$ cat src/rtl/y_stream_packer.sv
// y_stream_packer: packs an accepted 1-bit stream LSB-first into DATA_W-bit
// words and queues them in a DEPTH-entry show-ahead FIFO with a valid/ready
// read port. A flush pushes a partially filled word, zero-padded above.
module y_stream_packer #(
  parameter int unsigned DATA_W = 8,
  parameter int unsigned DEPTH  = 16
) (
  input  logic                       clock,
  input  logic                       reset,
  input  logic                       in_valid,
  input  logic                       in_bit,
  output logic                       in_ready,
  input  logic                       flush,
  output logic                       out_valid,
  input  logic                       out_ready,
  output logic [DATA_W-1:0]          out_data,
  output logic [$clog2(DEPTH):0]     level
);

  localparam int unsigned CW = (DATA_W > 2) ? $clog2(DATA_W) : 1;
  localparam int unsigned AW = $clog2(DEPTH);
  localparam int unsigned LW = AW + 1;

  logic [CW-1:0]     bit_cnt;
  logic [DATA_W-1:0] asm_q;
  logic [DATA_W-1:0] mem [DEPTH];
  logic [AW-1:0]     rd_ptr;
  logic [AW-1:0]     wr_ptr;
  logic [LW-1:0]     level_q;

  logic              full_c;
  logic              last_bit_c;
  logic              acc_c;
  logic              word_done_c;
  logic              flush_go_c;
  logic              push_c;
  logic              pop_c;
  logic [DATA_W-1:0] asm_next_c;

  // Status and handshake decode; in_ready looks only at registered state.
  always_comb begin
    full_c      = (level_q == LW'(DEPTH));
    last_bit_c  = (bit_cnt == CW'(DATA_W - 1));
    in_ready    = !(full_c && last_bit_c);
    acc_c       = in_valid && in_ready;
    out_valid   = (level_q != '0);
    out_data    = out_valid ? mem[rd_ptr] : '0;
    level       = level_q;
    pop_c       = out_valid && out_ready;
    asm_next_c  = asm_q;
    if (acc_c) begin
      asm_next_c[bit_cnt] = in_bit;
    end
    // A completing bit can only be accepted when not full, so push never overflows.
    word_done_c = acc_c && last_bit_c;
    flush_go_c  = flush && ((bit_cnt != '0) || acc_c) && !full_c;
    push_c      = word_done_c || flush_go_c;
  end

  // Bit assembly: the in-flight word is pushed whole, including this cycle's bit.
  always_ff @(posedge clock) begin
    if (!reset) begin
      bit_cnt <= '0;
      asm_q   <= '0;
    end else if (push_c) begin
      bit_cnt <= '0;
      asm_q   <= '0;
    end else begin
      asm_q <= asm_next_c;
      if (acc_c) begin
        bit_cnt <= bit_cnt + CW'(1);
      end
    end
  end

  // FIFO pointers and occupancy.
  always_ff @(posedge clock) begin
    if (!reset) begin
      rd_ptr  <= '0;
      wr_ptr  <= '0;
      level_q <= '0;
    end else begin
      if (push_c) begin
        wr_ptr <= wr_ptr + AW'(1);
      end
      if (pop_c) begin
        rd_ptr <= rd_ptr + AW'(1);
      end
      if (push_c && !pop_c) begin
        level_q <= level_q + LW'(1);
      end else if (pop_c && !push_c) begin
        level_q <= level_q - LW'(1);
      end
    end
  end

  // FIFO storage; contents survive reset, only the pointers are cleared.
  always_ff @(posedge clock) begin
    if (reset && push_c) begin
      mem[wr_ptr] <= asm_next_c;
    end
  end

endmodule

$ cat config.mk
export PLATFORM = sky130hd
export DESIGN_NAME = y_stream_packer
export DESIGN_NICKNAME = d
export VERILOG_FILES = /design/src/rtl/y_stream_packer.sv
export SDC_FILE = /design/constraint.sdc
export NUM_CORES = 1
export LEC_CHECK = 0
export ABC_AREA = 0
export CAP_MARGIN = 10
export CORE_ASPECT_RATIO = 1.4
export CORE_MARGIN = 2
export CORE_UTILIZATION = 55
export CTS_CLUSTER_DIAMETER = 80
export DETAILED_ROUTE_END_ITERATION = 6
export GPL_TIMING_DRIVEN = 1
export PLACE_DENSITY_LB_ADDON = 0.08
export SLEW_MARGIN = 20
export SYNTH_ARGS = -nofsm -noshare
export SYNTH_HDL_FRONTEND = slang
export SYNTH_SLANG_ARGS = --single-unit
$ cat constraint.sdc
create_clock -name clock -period 4.62 [get_ports clock]
set_input_delay 0.693 -clock clock [delete_from_list [all_inputs] [get_ports clock]]
set_output_delay 0.693 -clock clock [all_outputs]
set_load 0.02 [all_outputs]
==> impl_metrics.py <==
metrics = {
    "run_status": {
        "run_status": "finished clean",
    },
    "logic_synthesis": {
        "ys_types": 45,
        "synth_seq_cells": 156,
        "yosys_warnings": 0,
        "synth_cells": 381,
        "synth.cell_area_mm2": 0.00650,
        "yosysSeqAreaShare": 0.677,
        "syn_nets": 401,
        "avgSynthCellArea_um2": 17.1,
    },
    "sta": {
        "fmax_ghz": 0.269,
        "fin_worst_skew_ps": 11.3,
        "final_hold_viol_count": 0,
        "fin_ws_ps": 898,
        "rsz0062_at_grt": "false",
        "fin_setup_tns_ps": 0,
        "relSlewSlack": 0.316,
        "worst_pin_slew_ps": 1020,
        "finalCritPeriodShare": 0.806,
        "drv_slew": 0,
        "min_period_ps": 3720,
        "finalSetupViolCount": 0,
    },
    "floorplanning": {
        "design.die.area_mm2": 0.0127,
        "coreArea_mm2": 0.0117,
        "start_util": 0.556,
        "die_w_um": 95.9,
        "rows": 47,
        "die_height_um": 133,
        "io_pins": 21,
    },
    "routing": {
        "vias_per_cell": 6.00,
        "vias": 3394,
        "wl_per_cell_um": 21.8,
        "drc": 0,
        "drt_iter0_markers": 200,
        "ant_nets": 0,
        "firstDrtPassIters": 5,
        "wl_um": 12300,
    },
    "cts": {
        "post_cts_resize_count": 0,
        "htree_levels": 4,
        "cts_tree": "built",
        "clk_latency_ps": 420,
        "root_buffer": "clkbuf_16",
        "numCtsBuffers": 17,
        "path_clk_slew_ps": 60,
        "postCtsSetupRepairBufs": 0,
        "cts_sinks": 156,
        "hold_buffers": 0,
        "clk_path_buf_depth": 2,
    },
    "global_routing": {
        "antenna_found_initial": 0,
        "grt_max_degree": 33,
        "grt_pass1_wl_um": 19400,
        "grt_pass1_vias": 3470,
        "track_usage": 0.216,
        "grt_overflow": 0,
    },
    "final_layout": {
        "seqCellArea_mm2": 0.00441,
        "multi_input_area_mm2": 0.00196,
        "antenna_cells": 0,
        "fin_nets": 426,
        "layout-drive-gt1-share": 0.217,
        "area_growth_pct": 15.0,
        "nFillCells": 828,
    },
    "worst_setup_path": {
        "crit_arrival_ps": 3030,
        "crit_path_end_kind": "output port",
        "crit_top_cell": "a211oi_1",
        "reg2reg_slack_ps": 1480,
        "critPathMaxStageDelay_ps": 990,
        "crit_path_top_delay_cell": "dfxtp_1",
        "crit_required_ps": 3930,
        "cp_cell_sequence": "mux4_2 > nor2b_1 > a211oi_1 > a211oi_1 > clkdlybuf4s50_1",
        "critPathKind": "flip-flop to output port",
        "cp_max_fo": 20,
        "setup.worst_path.start_class": "flip-flop",
    },
    "worst_hold_path": {
        "hold_class": "flip-flop to flip-flop",
    },
    "placed_design": {
        "pre_cts_slack_ps": 1020,
        "port_buffers": 20,
        "dp_hpwl_um": 8010,
        "gp_congestion": 0.734,
    },
    "pwr": {
        "power_density_mw_per_mm2": 521,
        "total_power_uw": 3890,
        "ir_worst_vdd_uv": 303,
        "leakage_uw": 0.00242,
    },
    "run": {
        "drv_cap": 0,
    },
}
==> cells by family after synthesis <==
logic type	count (synthesis)	synth area share
buffers and inverters	29	0.0208
multiplexers	55	0.148
adder cells (fa/ha/maj)	14	0.0281
XOR/XNOR	7	0.00943
AND/OR/NAND/NOR	82	0.0727
AO/OA/AOI/OAI	38	0.0439
flip-flops	156	0.677
==> registers in the layout (all words and copies together) (netlist names), named ones only <==
| signal | count |
|---|---|
| asm_q | 8 |
| bit_cnt | 3 |
| level | 5 |
| mem | 128 |
| rd_ptr | 4 |
| wr_ptr | 4 |
==> cells in the mapped netlist (all sizes together) <==
master	n	area share
clkbuf	5	0.0029
and3	1	0.00096
a211oi	16	0.018
xor2	1	0.0013
or4	1	0.0017
nor3	5	0.0038
nor4	1	0.00096
o211ai	5	0.0073
a221oi	1	0.0023
o21a	2	0.0023
nor4bb	2	0.0031
fa	1	0.0031
a21o	1	0.0012
o21ai	9	0.0092
nor2b	18	0.020
nand3	9	0.0069
nand2b	7	0.0067
mux2	8	0.014
dfxtp	28	0.086
mux4	32	0.11
nor3b	1	0.0012
nand2	9	0.0052
buf	16	0.013
nand4	1	0.00096
ha	13	0.025
inv	8	0.0046
edfxtp	128	0.59
a21oi	4	0.0031
nor2	17	0.010
and4b	2	0.0031
and2	7	0.0071
mux2i	15	0.023
nand3b	1	0.0012
xnor2	6	0.0081
==> final timing paths <==
path              start  cells past startpoint           to
max reg2reg  bit_cnt[0]                     11     level[4]
min           wr_ptr[0]                      2    wr_ptr[3]
max           flip-flop                      5  out_data[5]
min reg2reg   wr_ptr[0]                      2    wr_ptr[3]
==> layout make-up <==
class / instances / share of cell area
flip-flops and latches: 156 / 0.589
multi-input cells: 196 / 0.263
repair buffers: 27 / 0.0338
clock inverters: 8 / 0.0124
clock buffers: 24 / 0.0732
well taps: 147 / 0.0246
inverters: 8 / 0.00402
==> power by group <==
| part | internal [µW] | switching (µW) | total, µW | leakage (µW) |
|---|---|---|---|---|
| Combinational | 384 | 439 | 823 | 0.000728 |
| Sequential | 1560 | 70.1 | 1630 | 0.00138 |
| Clock | 894 | 547 | 1440 | 0.000310 |
==> routing by layer <==
metal,part of all wire,GRT usage,vias up
li1,-,-,1535
met1,0.41,0.281,1757
met2,0.53,0.359,88
met3,0.039,0.0433,14
met4,0.013,0.0810,0
met5,0,0,-
==> through the flow <==
| stage | std cells | hold slack (ps) | util | cell area, µm² |
|---|---|---|---|---|
| after floorplan | 381 | 524 | - | 6500 |
| after global placement | 534 | 548 | 0.584 | 6840 |
| after detailed placement | 534 | 562 | 0.584 | 6840 |
| after CTS | 566 | 572 | 0.639 | 7470 |
| after global routing | 566 | 596 | 0.639 | 7470 |
| final | 566 | 567 | 0.639 | 7470 |
==> worst max-delay path, delay by kind of cell (launching register included) <==
kind,cells,cell delay [ps]
muxes,1,410
buffers and inverters,1,580
AOI/OAI and AO/OA,2,480
and+or+nand+nor,1,150
DFF,1,990
==> cells in the final DEF (no fill, tap or decap), types with 3 or more instances in the layout <==
cell             instances
a211oi_1                16
a21oi_1                  4
and2_1                   5
buf_4                    7
clkbuf_16               21
clkdlybuf4s50_1         20
clkinv_4                 4
dfxtp_1                 27
edfxtp_1               128
ha_1                    13
inv_1                    8
mux2_2                   6
mux2i_1                 15
mux4_2                  32
nand2_1                  9
nand2b_1                 7
nand3_1                  9
nor2_1                  16
nor2b_1                 12
nor2b_2                  6
nor3_1                   5
o211ai_1                 3
o21ai_0                  3
o21ai_1                  4
xnor2_1                  6
Power figures use the tool's default switching activity.
